==> config.mk <==
export PLATFORM = sky130hd
export DESIGN_NAME = sdram_bank_fsm
export DESIGN_NICKNAME = d
export VERILOG_FILES = /design/src/rtl/sdram_pkg.sv /design/src/rtl/sdram_bank_fsm.sv
export SDC_FILE = /design/constraint.sdc
export NUM_CORES = 1
export LEC_CHECK = 0
export ABC_CLOCK_PERIOD_IN_PS = 4200
export BUFFER_PORTS_ARGS = -buffer_cell sky130_fd_sc_hd__buf_4
export CORE_MARGIN = 10
export CORE_UTILIZATION = 30
export CTS_CLUSTER_SIZE = 8
export DETAILED_ROUTE_END_ITERATION = 8
export HOLD_SLACK_MARGIN = 0.02
export SLEW_MARGIN = 20
export SYNTH_ARGS = -nofsm -noshare
export SYNTH_HDL_FRONTEND = slang
export SYNTH_SLANG_ARGS = --single-unit
==> constraint.sdc <==
create_clock -name clk -period 4.2 [get_ports clk]
set_input_delay 0.21 -clock clk [delete_from_list [all_inputs] [get_ports clk]]
set_output_delay 0.21 -clock clk [all_outputs]
set_load 0.01 [all_outputs]
==> src/rtl/sdram_pkg.sv <==
// Shared definitions for the SDR SDRAM device model.
// Command codes, mode-register fields, error bits, bank states.
package sdram_pkg;

  localparam logic [3:0] CMD_LMR = 4'b0000;
  localparam logic [3:0] CMD_REF = 4'b0001;
  localparam logic [3:0] CMD_PRE = 4'b0010;
  localparam logic [3:0] CMD_ACT = 4'b0011;
  localparam logic [3:0] CMD_WR  = 4'b0100;
  localparam logic [3:0] CMD_RD  = 4'b0101;
  localparam logic [3:0] CMD_BST = 4'b0110;
  localparam logic [3:0] CMD_NOP = 4'b0111;

  localparam int MR_BL_LSB = 0;
  localparam int MR_BL_MSB = 2;
  localparam int MR_CL_LSB = 4;
  localparam int MR_CL_MSB = 6;
  localparam int MR_OP_LSB = 7;
  localparam int MR_OP_MSB = 8;
  localparam int A_AP      = 10;

  localparam logic [2:0] MR_CL2 = 3'd2;
  localparam logic [2:0] MR_CL3 = 3'd3;

  localparam int ERR_UNINIT = 0;
  localparam int ERR_CLOSED = 1;
  localparam int ERR_ACT    = 2;
  localparam int ERR_TRCD   = 3;
  localparam int ERR_TRFC   = 4;
  localparam int ERR_OPEN   = 5;
  localparam int ERR_MODE   = 6;
  localparam int ERR_BUS    = 7;

  typedef enum logic [1:0] {
    BANK_IDLE,
    BANK_OPENING,
    BANK_OPEN,
    BANK_PRECHARGING
  } bank_state_t;

  function automatic logic mode_legal(
    input logic [12:0] a
  );
    logic [2:0] cl;
    cl = a[MR_CL_MSB:MR_CL_LSB];
    return a[MR_BL_MSB:MR_BL_LSB] == 3'd0
        && (cl == MR_CL2 || cl == MR_CL3)
        && a[MR_OP_MSB:MR_OP_LSB] == 2'd0;
  endfunction

endpackage

==> src/rtl/sdram_bank_fsm.sv <==
// One SDRAM bank: open row, state and tRCD/tRP/tWR timer.
// Strobes arrive pre-qualified by the command decoder.
module sdram_bank_fsm
  import sdram_pkg::*;
#(
  parameter int TRCD = 2,
  parameter int TRP  = 2,
  parameter int TWR  = 1
) (
  input  logic        clk,
  input  logic        reset,
  input  logic        act_i,
  input  logic        rw_i,
  input  logic        auto_pre_i,
  input  logic        pre_i,
  input  logic        is_write_i,
  input  logic [12:0] row_i,
  output bank_state_t state_o,
  output logic [12:0] row_o
);

  localparam logic [3:0] TRCD_LD = 4'(TRCD - 1);
  localparam logic [3:0] TRP_LD  = 4'(TRP - 1);
  localparam logic [3:0] TWR_LD  = 4'(TRP + TWR - 1);

  bank_state_t state_q;
  logic [3:0]  timer_q;
  logic [12:0] row_q;

  // Timer hits 0 on the same edge the state advances.
  always_ff @(posedge clk) begin
    if (reset) begin
      state_q <= BANK_IDLE;
      timer_q <= '0;
      row_q   <= '0;
    end else begin
      unique case (state_q)
        BANK_IDLE: begin
          if (act_i) begin
            state_q <= BANK_OPENING;
            timer_q <= TRCD_LD;
            row_q   <= row_i;
          end
        end
        BANK_OPENING: begin
          if (pre_i) begin
            state_q <= BANK_PRECHARGING;
            timer_q <= TRP_LD;
          end else if (timer_q <= 4'd1) begin
            state_q <= BANK_OPEN;
            timer_q <= '0;
          end else begin
            timer_q <= timer_q - 4'd1;
          end
        end
        BANK_OPEN: begin
          if (rw_i && auto_pre_i) begin
            state_q <= BANK_PRECHARGING;
            timer_q <= is_write_i ? TWR_LD
                                  : TRP_LD;
          end else if (pre_i) begin
            state_q <= BANK_PRECHARGING;
            timer_q <= TRP_LD;
          end
        end
        BANK_PRECHARGING: begin
          if (timer_q <= 4'd1) begin
            state_q <= BANK_IDLE;
            timer_q <= '0;
          end else begin
            timer_q <= timer_q - 4'd1;
          end
        end
        default: state_q <= BANK_IDLE;
      endcase
    end
  end

  assign state_o = state_q;
  assign row_o   = row_q;

endmodule

==> After elaboration in Yosys (flattened, before gate mapping) <==
Cells that the tools add are included.
{ "word_totals": {"reg_bits": 19, "output_inout_bits": 15, "elab_cells": 31} }
{ "op_classes": {"add_sub_neg": 1, "magnitude_cmp": 1, "n_eq_ne": 7, "n_mux": 14, "reduce_logical": 5} }
{ "ops": {"columns": ["op", "count"], "rows": [
  ["4-bit two-way mux", 5],
  ["4-bit one-hot mux with 4 select lines", 1],
  ["2-bit two-way mux", 7],
  ["2-bit one-hot mux with 4 select lines", 1],
  ["3-bit != test, second input constant", 2],
  ["2-bit == test, second input constant", 2],
  ["4-bit by 1-bit less-or-equal comparator with 1-bit output, second input constant", 1],
  ["2-bit != test, second input constant", 2],
  ["2-bit AND reduction", 2],
  ["4-bit AND reduction", 1],
  ["4-bit by 1-bit subtractor with 4-bit output, second input constant", 1],
  ["2-bit by 1-bit == test with 1-bit output, second input constant", 1],
  ["2-bit logical NOT", 1],
  ["1-bit logical AND", 1]
]} }

==> Logic depth before layout (Yosys ltp) <==
Gate-level depths: netlist of run 1.
{ "logic_depth": {"word_depth": 4, "mapped_depth": 6} }

==> Worst setup path after synthesis of run 1 <==
Ideal clock, no wire load.
{ "synth_timing": {"path_kind": "reg-to-reg", "startpoint": "register state_q[0], in the netlist state_o[0]", "endpoint": "register timer_q[3]", "setup_time_ns": 0.059, "t_arrival_ns": 1.467, "setup_slack_ns": 2.674, "path_stages_with_launch": 6, "period_less_slack_ns": 1.526, "path_cell_list": "dfxtp_1 > inv_1 > ha_1 > or2_2 > o32ai_1 > a22o_1"} }
{ "synth_between": {"elab_chain_cells": 3, "word_cells_on_any_way": 8, "classes_between": "eq/ne (5); mux (1); reduce/logical (2)"} }
{ "synth_rtl": {"columns": ["element", "line", "source"], "rows": [
  ["start, declared", "sdram_bank_fsm.sv:26", "bank_state_t state_q;"],
  ["start signal, assigned", "sdram_bank_fsm.sv:33", "state_q <= BANK_IDLE;"],
  ["start signal, assigned", "sdram_bank_fsm.sv:40", "state_q <= BANK_OPENING;"],
  ["start signal, assigned", "sdram_bank_fsm.sv:47", "state_q <= BANK_PRECHARGING;"],
  ["2-bit == test / 2-bit logical NOT (equally long branches)", "sdram_bank_fsm.sv:37", "unique case (state_q)"],
  ["3-bit != test (no line) / 2-bit != test (equally long branches)", null, null],
  ["2-bit AND reduction (no line)", null, null],
  ["end signal, assigned", "sdram_bank_fsm.sv:53", "timer_q <= timer_q - 4'd1;"],
  ["end signal, assigned", "sdram_bank_fsm.sv:59", "timer_q <= is_write_i ? TWR_LD"],
  ["end signal, assigned", "sdram_bank_fsm.sv:71", "timer_q <= timer_q - 4'd1;"],
  ["end, declared", "sdram_bank_fsm.sv:27", "logic [3:0] timer_q;"]
]} }
Parallel ways exist; a longest one is shown, timed or not.
A chain may end at the register's enable or synchronous reset.

==> Worst setup path after layout of run 1 <==
Same ends and word-level chain as after synthesis.

==> results.md, run 1 <==
- Status: complete, no violations
- H-tree depth: 1
- Fillers: 321
- Fin crit share: 38.8%
- Vias in the first global route: 862
- Share of cells above drive strength 1: 32.6%
- Crit path max-delay cell type: dfxtp_1
- Pwr dens: ~530 nW/um^2
- Worst path arrival time: 1830 ps
- Commonest non-fill, non-tap cell in the layout: buf_4
- Initial antenna violation count: 0
- Worst hold margin: 144 ps
- RSZ-0062 raised after global routing: no
- Hold Crit Class: in2reg
- PortBufs: 34
- Mean Syn Cell Area: around 8.5 um^2
- DRT antenna net count: 0
- Cells on worst reg2reg path: 5
- DRC viols: 0
- Worst-Margin Slew: 451 ps
- Clk slew on worst S/H paths: 110 ps
- Largest net degree at the start of global routing: 21
- Syn-to-layout area delta: 34.3%
- Reg2Reg Launch Point: state_o[0]
- Fin nets: 172
- Sequential cell area fraction in the yosys report: around 41%
- CP Launch Type: flip-flop
- CTS-repair resized insts: 0
- DRT Pass-1 Iters: 4
- Peak VDD IR: 0.000183 V
- Max incr delay on CP: between 400 and 500 ps
- DIE AREA: 5760 um^2
- Minimum clock period: 1630 ps
- Commonest cells after routing, fill and taps aside: buf_4 (34), nand2_1 (28), dfxtp_1 (19), a21oi_1 (17), ha_1 (7)
- RD Place Congestion: 0.779
- WHS Path Cells: 3
- Slew Viols, Final: 0
- Setup bufs post-CTS: 0
- CP endpoint kind: flip-flop
- Synth unique cells: 31
- Clk_skew: 0.975 ps
- Clock Latency Late Sink: approximately 300 ps
- Vias: ~860
- Data required, critical path: roughly 4400 ps
- Synth Register Bits: 19
- Leakage: 0.540 nW
- WL/cell: about 13 um
- FMAX: roughly 600 MHz
- Die X: 75.9 um
- Syn nets: 137
- Starting Density: 31.0%
- Hold_buf cts: 0
- Critical-path cell list: inv_1, ha_1, a32oi_2, o32ai_1, a22o_1
- Ys Warns: 0
- CTS tree: done
- ANT cells: 0
- Beginning of the critical path: state_o[0]
- Final WL: about 2400 um
- Total gr overflow: 0
- Inserted Clock Buffers: 3
- Slew margin rel.: 69.8%
- Max-Cap Viols: 0
- Setup tns final: 0 ps
- First-pass GRT wire length: 3690 um
- Finished Cell Area: between 1000 and 1500 um^2
- CP Capture Point: timer_q[3]
- Dominant cells by area after synthesis: dfxtp_1 (41%), nand2_1 (11%), ha_1 (9.3%)
- Avg Vias per Cell: 4.59
- Post-synth top area share: 40.6%
- Root Buffer: clkbuf_4
- Netlist Area Pre-Place: 937 um^2
- Die Span Y: 75.9 um
- Number of DRC markers in iteration 0: 36
- Clk sinks: 19
- DP Wirelength: between 1500 and 2000 um
- Row count: 20
- Register area: 380 um^2
- Post-synth top area cell: dfxtp_1
- Dpl cell area: 1230 um^2
- Boundary pin count: 35
- Core ar.: 3030 um^2
- Reg-to-reg endpoint: timer_q[3]
- Area of the multi-input gates: 514 um^2
- FF-to-FF setup slack: approximately 2600 ps
- Crit Path Class: reg2reg
- Gr usage total: 8.06%
- Setup violators final: 0
- Hold Fails Final Rpt: 0
- CP max FO: 7
- Maximum clock path buffer count: 2
- Synth Instances: 110
power by group:
group | leakage, nW | internal (mW) | switching, mW
clock network | 0.0177 | 0.0355 | 0.0578
registers | 0.156 | 0.218 | 0.0288
logic | 0.367 | 0.148 | 0.185
total | 0.540 | 0.401 | 0.272
flip-flops by register name (all words and copies together), names as in the netlist:
name and flops:
row_o 13, state_o 2, timer_q 4
through the flow:
stage,util (%),instances,power (mW),worst slack [ps]
after floorplan,-,110,0.473,2670
after global placement,40.7,184,0.576,2660
after detailed placement,40.7,184,0.585,2590
after CTS,41.6,188,0.681,2580
after global routing,41.6,188,0.729,2470
final,41.6,188,0.673,2570
cell families (layout without fill, tap and decap cells):
kind of cell	Yosys count	in the layout	share of synthesized area, %
and+or+nand+nor	41	41	20.3
DFF	19	19	40.6
buffers and inverters	11	45	4.54
adders and majority gates	7	7	9.35
AOI/OAI and AO/OA	32	32	25.2
worst max-delay path: cells and delay by family (launching register included):
| family | cells | cell delay (ps) |
|---|---|---|
| adders and majority gates | 1 | 260 |
| buffers and inverters | 1 | 120 |
| DFF | 1 | 420 |
| AOI/OAI and AO/OA | 3 | 730 |
cell usage after synthesis:
cell type  count
ha_1           7
o32ai_1        2
o21ai_0        1
nor2_1         1
and2_1         1
a21o_1         1
a32oi_2        1
and2b_1        1
nand2_1       28
buf_2          1
inv_1          6
a22o_1         2
a21oi_1       17
a41o_2         1
dfxtp_1       19
nor3_1         3
nor4_1         1
nor2_2         1
o21a_1         1
o22ai_1        1
inv_2          1
a21o_2         1
o211ai_1       1
nor2b_4        1
a221oi_1       1
o32ai_4        1
a32o_1         1
or2_2          1
nor3_2         1
clkbuf_1       3
nand3_1        2
area by class of cell:
class                           count  share of cell area, %
Inverter                            7                   2.09
Clock buffer                        3                   1.79
Multi-Input combinational cell     80                   40.9
Sequential cell                    19                   30.2
Timing Repair Buffer               34                   20.3
Tap cell                           44                   4.37
Clock inverter                      1                  0.398
layer usage:
layer / vias to the layer above / GRT usage [%] / wire (um)
met5: - / 0 / 0
met4: 0 / 4.33 / 19
met3: 2 / 1.30 / 103
met2: 13 / 13.8 / 1240
met1: 398 / 9.37 / 1000
li1: 450 / - / -
worst min path at each step:
| stage | slack (ps) | endpoint | from |
|---|---|---|---|
| 6_report | 140 | row_o[9] | row_i[9] |
| 5_1_grt | 140 | row_o[9] | row_i[9] |
| 4_1_cts | 140 | row_o[1] | row_i[1] |
| 3_5_place_dp | 450 | row_o[4] | row_o[4] |
| 3_3_place_gp | 440 | row_o[12] | row_o[12] |
| 2_1_floorplan | 350 | row_o[0] | row_i[0] |
No activity file was read; power rests on OpenSTA's default activity.
==> run 2, diff against run 1 <==
ABC_AREA = 1   (was default)
ABC_CLOCK_PERIOD_IN_PS = 1700   (was 4200)
clock period = 1.7 ns   (was 4.2 ns; I/O delays follow)
==> results.md, run 2 <==
- Gr usage total: 7.70% (was 8.06%)
- Slew Viols, Final: 0 (unchanged)
- Syn-to-layout area delta: 34.8% (was 34.3%)
- WL met1: 946 um (was 1000 um)
- Finished Cell Area: 1310 um^2 (was 1260 um^2)
- Number of synthesized flops with an enable pin: 0 (unchanged)
- Max-Cap Viols: 0 (unchanged)
- CTS tree: done (unchanged)
- Core ar.: 3080 um^2 (was 3030 um^2)
- Final WL: 2360 um (was 2370 um)
- DP Worst Slack: 270 ps (was 2590 ps)
- Max reg flops: 13 (unchanged)
- Worst hold margin: 38.5 ps (was 144 ps)
- Peak VDD IR: 0.000728 V (was 0.000183 V)
- Die Span Y: 76.9 um (was 75.9 um)
- Commonest non-fill, non-tap cell in the layout: buf_4 (unchanged)
- CP max FO: 7 (unchanged)
- Inserted Clock Buffers: 3 (unchanged)
- Placed cell count: 208 (was 184)
- Hold Crit Class: in2reg (unchanged)
- Pwr dens: 1460 nW/um^2 (was 535 nW/um^2)
- Sequential cell area fraction in the yosys report: 39.2% (was 40.6%)
- Wire length on met3: 86 um (was 103 um)
- DRT Pass-1 Iters: 5 (was 4)
- Boundary pin count: 35 (unchanged)
- Hold Fails Final Rpt: 0 (unchanged)
- Share of cells above drive strength 1: 29.0% (was 32.6%)
- Root Buffer: clkbuf_4 (unchanged)
- Met2 WL post-DR: 1320 um (was 1240 um)
- PortBufs: 34 (unchanged)
- Top-count cell post-synth: nor2_1 (was nand2_1)
- DRC viols: 0 (unchanged)
- Setup ws final: 260 ps (was 2570 ps)
- RSZ-0062 raised after global routing: no (unchanged)
- Non-Filler Instances: 213 (was 188)
- Status: complete, no violations (unchanged)
- Mean Syn Cell Area: 7.36 um^2 (was 8.52 um^2)
- ANT cells: 0 (unchanged)
- Synth Instances: 132 (was 110)
- Clk sinks: 19 (unchanged)
- Initial antenna violation count: 0 (unchanged)
- Dominant cells by area after synthesis: dfxtp_1 (39%), nor2_1 (11%), ha_1 (9.0%) (was dfxtp_1 (41%), nand2_1 (11%), ha_1 (9.3%))
- WL/cell: 11.1 um (was 12.6 um)
- Total gr overflow: 0 (unchanged)
- Largest net degree at the start of global routing: 15 (was 21)
- Minimum clock period: 1440 ps (was 1630 ps)
- Die X: 76.9 um (was 75.9 um)
- CP endpoint kind: flip-flop (unchanged)
- DIE AREA: 5910 um^2 (was 5760 um^2)
- Number of DRC markers in iteration 0: 13 (was 36)
- Clk slew on worst S/H paths: 100 ps (was 110 ps)
- Ys Warns: 0 (unchanged)
- Fin nets: 197 (was 172)
- Vias in the first global route: 907 (was 862)
- Setup tns final: 0 ps (unchanged)
- Worst-Margin Slew: 365 ps (was 451 ps)
- Ys flop type: dfxtp_1 (unchanged)
- H-tree depth: 1 (unchanged)
- Setup violators final: 0 (unchanged)
- Fillers: 320 (was 321)
- Post-synth top area share: 39.2% (was 40.6%)
- Dpl cell area: 1270 um^2 (was 1230 um^2)
- Synth cell count leaders: nor2_1 (28), dfxtp_1 (19), nand2_1 (17) (was nand2_1 (28), dfxtp_1 (19), a21oi_1 (17))
- Vias: 926 (was 863)
- Fin crit share: 84.7% (was 38.8%)
- Row count: 20 (unchanged)
- Leakage: 0.643 nW (was 0.540 nW)
- Clk_skew: 2.75 ps (was 0.975 ps)
- Crit Path Class: reg2reg (unchanged)
- Fraction of registers with async set/reset: 0% (unchanged)
- Starting Density: 31.5% (was 31.0%)
- First-pass GRT wire length: 3880 um (was 3690 um)
- Post-synth top area cell: dfxtp_1 (unchanged)
- Top routing layer in use: met3 (was met4)
- Netlist Area Pre-Place: 971 um^2 (was 937 um^2)
- FMAX: 694 MHz (was 613 MHz)
- DP Wirelength: 1980 um (was 1840 um)
- Synth unique cells: 23 (was 31)
- Maximum clock path buffer count: 2 (unchanged)
- Avg Vias per Cell: 4.35 (was 4.59)
- Clock Latency Late Sink: 290 ps (was 300 ps)
- Syn nets: 159 (was 137)
- Worst path arrival time: 1640 ps (was 1830 ps)
- Synth Register Bits: 19 (unchanged)
- Commonest cells after routing, fill and taps aside: buf_4 (35), nor2_1 (28), dfxtp_1 (19), nand2_1 (17), inv_1 (16) (was buf_4 (34), nand2_1 (28), dfxtp_1 (19), a21oi_1 (17), ha_1 (7))
- Slew margin rel.: 75.6% (was 69.8%)
- DRT antenna net count: 0 (unchanged)
- RD Place Congestion: 0.796 (was 0.779)
- CP Launch Type: flip-flop (unchanged)
- Data required, critical path: 1900 ps (was 4400 ps)
==> run 2: cell count changes after synthesis, sizes merged, moves of 3 or more <==
cell	delta
nor3	-4
o21ai	+12
nand3	+5
inv	+11
a21oi	-10
nand2	-8
nor2	+29
o32ai	-3
==> run 2: repair_timing <==
action	4_1_cts	5_1_grt
setup buffers	0	0
endpoints found under the hold margin	4	0
gates resized for setup	0	0
hold buffers	1	0
==> run 2: layer usage <==
metal	global-route usage, %	vias to the layer above
met1	7.33	416
met5	0	-
met4	2.79	0
met2	15.3	21
li1	-	489
met3	1.98	0
==> run 2: worst paths after layout <==
check	start	endpoint	slack, ps	cells past startpoint
max reg2reg	state_o[0]	timer_q[0]	260	10
min reg2reg	row_o[7]	row_o[7]	490	2
max	state_o[0]	timer_q[0]	260	10
min	row_i[9]	row_o[9]	40	3
==> run 2: stage by stage <==
step / util, % / power [mW]
3_5_place_dp: 41.3 / 1.72
4_1_cts: 42.5 / 1.95
3_3_place_gp: 41.3 / 1.69
5_1_grt: 42.5 / 2.10
2_1_floorplan: - / 1.36
6_report: 42.5 / 1.91
==> run 2: logic make-up after synthesis <==
family          count (synthesis)  synth area share (%)
flops                          19                  39.2
simple gates                   61                  29.1
buf+inv                        21                  8.89
compound gates                 24                  13.8
fa+ha+maj                       7                  9.02
==> run 2: worst max-delay path, cell delays in order, from the launching register on <==
cell and delay [ps]:
dfxtp_1 440, inv_1 130, ha_1 240, inv_1 70
nor2_2 40, inv_2 50, nand2_4 90, nor2_4 110
nand3_1 80, nand2_1 70, inv_1 30
==> run 2: power breakdown <==
group / internal [mW] / total [mW] / switching (mW)
sequential: 0.581 / 0.676 / 0.0946
clock: 0.0911 / 0.222 / 0.131
combinational: 0.442 / 1.02 / 0.574
==> run 2: layout make-up <==
type / instances / area (um^2) / area share (%)
flip-flops and latches: 19 / 380 / 29.1
multi-input cells: 92 / 504 / 38.5
inverters: 18 / 70.1 / 5.35
clock buffers: 4 / 26.3 / 2.01
repair buffers: 36 / 273 / 20.8
well taps: 44 / 55.1 / 4.21
==> run 3, diff against run 2 <==
ABC_CLOCK_PERIOD_IN_PS = 1200   (was 1700)
clock period = 1.2 ns   (was 1.7 ns; I/O delays follow)
==> results.md, run 3 (synthesis results as in run 2) <==
- Initial antenna violation count: 0 (unchanged)
- Seq pwr share: 30.1% (was 35.3%)
- Share of cells above drive strength 1: 46.1% (was 29.0%)
- Setup tns final: -518 ps (was 0 ps)
- H-tree depth: 1 (unchanged)
- Clk_skew: 7.16 ps (was 2.75 ps)
- Crit path max-delay cell type: dfxtp_4 (was dfxtp_1)
- Register area: 390 um^2 (was 380 um^2)
- Peak VDD IR: 0.000953 V (was 0.000728 V)
- Avg Vias per Cell: 4.42 (was 4.35)
- Data required, critical path: 1430 ps (was 1900 ps)
- Number of DRC markers in iteration 0: 30 (was 13)
- Worst path arrival time: 1520 ps (was 1640 ps)
- DP Wirelength: 2060 um (was 1980 um)
- DRC viols: 0 (unchanged)
- Non-Filler Instances: 235 (was 213)
- Vias: 1,039 (was 926)
- P_int: 1.91 mW (was 1.11 mW)
- Crit Path Class: reg2reg (unchanged)
- Hold Crit Class: in2reg (unchanged)
- Minimum clock period: 1280 ps (was 1440 ps)
- Worst hold margin: 61.0 ps (was 38.5 ps)
- Total gr overflow: 0 (unchanged)
- Hold Fails Final Rpt: 0 (unchanged)
- Hold endpoint: row_o[0] (was row_o[9])
- Final core occ: 53.0% (was 42.5%)
- CP endpoint kind: flip-flop (unchanged)
- FF-to-FF setup slack: -80 ps (was 260 ps)
- Die Span Y: 76.9 um (unchanged)
- Commonest cells after routing, fill and taps aside: buf_4 (43), nor2_1 (24), dfxtp_1 (15), nand2_1 (14), dlygate4sd3_1 (13) (was buf_4 (35), nor2_1 (28), dfxtp_1 (19), nand2_1 (17), inv_1 (16))
- Clock share of power: 9.7% (was 11.6%)
- Leakage: 0.749 nW (was 0.643 nW)
- Final WL: 2870 um (was 2360 um)
- Reg2Reg Launch Point: state_o[1] (was state_o[0])
- Starting Density: 31.5% (unchanged)
- Pwr dens: 2050 nW/um^2 (was 1460 nW/um^2)
- Boundary pin count: 35 (unchanged)
- Top routing layer in use: met4 (was met3)
- Max incr delay on CP: 390 ps (was 440 ps)
- Slew Viols, Final: 0 (unchanged)
- Fillers: 302 (was 320)
- CP dominant cell by count: nand2_4 (was inv_1)
- RD Place Congestion: 0.826 (was 0.796)
- RSZ-0062 raised after global routing: yes (was no)
- Setup violators final: 12 (was 0)
- WL/cell: 12.2 um (was 11.1 um)
- Max reg flops: 13 (unchanged)
- CTS tree: done (unchanged)
- Worst-Margin Slew: 334 ps (was 365 ps)
- Cells on worst reg2reg path: 8 (was 10)
- WL met1: 1140 um (was 946 um)
- PortBufs: 34 (unchanged)
- Fin crit share: 107% (was 84.7%)
- NetSw: 1.43 mW (was 800 uW)
- Gr usage total: 9.59% (was 7.70%)
- Maximum clock path buffer count: 2 (unchanged)
- Core ar.: 3080 um^2 (unchanged)
- Inserted Clock Buffers: 3 (unchanged)
- Largest net degree at the start of global routing: 15 (unchanged)
- Switching share of power: 42.7% (was 41.8%)
- WHS Path Cells: 3 (unchanged)
- Die X: 76.9 um (unchanged)
- Reg-to-reg endpoint: state_o[1] (was timer_q[0])
- Status: complete, but fails checks (was complete, no violations)
- Power, Total: 3.34 mW (was 1.91 mW)
- Failing checks: negative setup slack
- Clk sinks: 19 (unchanged)
- Row count: 20 (unchanged)
- Comb power frac: 60.2% (was 53.1%)
- DRT Pass-1 Iters: 4 (was 5)
- ANT cells: 0 (unchanged)
- Clk slew on worst S/H paths: 110 ps (was 100 ps)
- CP Launch Type: flip-flop (unchanged)
- Clock Latency Late Sink: 290 ps (about the same)
- First-pass GRT wire length: 4690 um (was 3880 um)
- DIE AREA: 5910 um^2 (unchanged)
- Commonest non-fill, non-tap cell in the layout: buf_4 (unchanged)
- Fin nets: 219 (was 197)
- Critical-path cell list: inv_4, ha_4, inv_1, o21bai_2, nand2_4, nand2_4, nand2_1, a21oi_2 (was inv_1, ha_1, inv_1, nor2_2, inv_2, nand2_4, nor2_4, nand3_1, nand2_1, inv_1)
- Max-Cap Viols: 0 (unchanged)
- CP max FO: 4 (was 7)
- DRT antenna net count: 0 (unchanged)
- Root Buffer: clkbuf_4 (unchanged)
- Placed cell count: 216 (was 208)
- Syn-to-layout area delta: 67.9% (was 34.8%)
- Slew margin rel.: 77.7% (was 75.6%)
- Met2 WL post-DR: 1590 um (was 1320 um)
- Area of the multi-input gates: 604 um^2 (was 504 um^2)
- Vias in the first global route: 1,016 (was 907)
- FMAX: 781 MHz (was 694 MHz)
- Wire length on met3: 93 um (was 86 um)
- Hold Crit Start: row_i[0] (was row_i[9])
- Setup ws final: -80.7 ps (was 260 ps)
==> run 3: cell types whose count changed in the layout (fill, tap and decap cells not counted), moves of 5 or more <==
cell / delta
dlygate4sd3_1: +12
o21ai_0: -5
ha_1: -5
buf_4: +8
o21ai_1: +5
inv_1: -6
==> run 3: power by group through the flow <==
| stage | Sequential [mW] | Clock [mW] | Combinational, mW |
|---|---|---|---|
| final | 1.01 | 0.324 | 2.01 |
| after global routing | 1.04 | 0.386 | 2.20 |
| after CTS | 1.00 | 0.340 | 1.87 |
| after detailed placement | 0.990 | 0 | 1.64 |
| after global placement | 0.978 | 0 | 1.63 |
| after floorplan | 1.06 | 0 | 0.906 |
==> run 3: area by class of cell <==
class / count / area share [%]
inverter: 18 / 4.99
timing repair buffer: 57 / 28.5
multi-input combinational: 92 / 37.1
clock buffer: 3 / 1.38
tap: 44 / 3.38
clock inverter: 1 / 0.307
sequential: 19 / 23.9
timing repair inverter: 1 / 0.460
==> run 3: routing by layer <==
metal  global-route usage [%]  up-vias
met5                        0        -
met4                     5.20        0
met3                     1.98        2
met2                     17.0       17
met1                     10.3      485
li1                         -      535
==> run 3: repair_timing <==
action,4_1_cts,5_1_grt
buffers inserted,1,0
setup endpoints to repair,19,19
cloned,1,0
pin swaps,2,4
hold endpoints to repair,15,1
gates resized for setup,17,20
hold buffers,12,1
==> run 3: how the worst max path moves through the flow <==
stage / start / endpoint
floorplan: state_o[0] / timer_q[0]
global placement: state_o[0] / timer_q[2]
detailed placement: state_o[0] / timer_q[0]
CTS: state_o[0] / timer_q[2]
global route: state_o[0] / state_o[1]
finish: state_o[1] / state_o[1]
==> run 3: through the flow <==
stage	worst slack (ps)	cell area, um^2
2_1_floorplan	4.62	986
3_3_place_gp	-57.7	1350
3_5_place_dp	-65.8	1350
4_1_cts	-48.8	1570
5_1_grt	-143	1630
6_report	-80.7	1630
==> run 3: critical path, delay by kind of cell, from the launching register on <==
kind	cells	cell delay (ps)
and+or+nand+nor	3	260
DFF	1	390
AOI/OAI and AO/OA	2	320
adders and majority gates	1	130
buffers and inverters	2	120
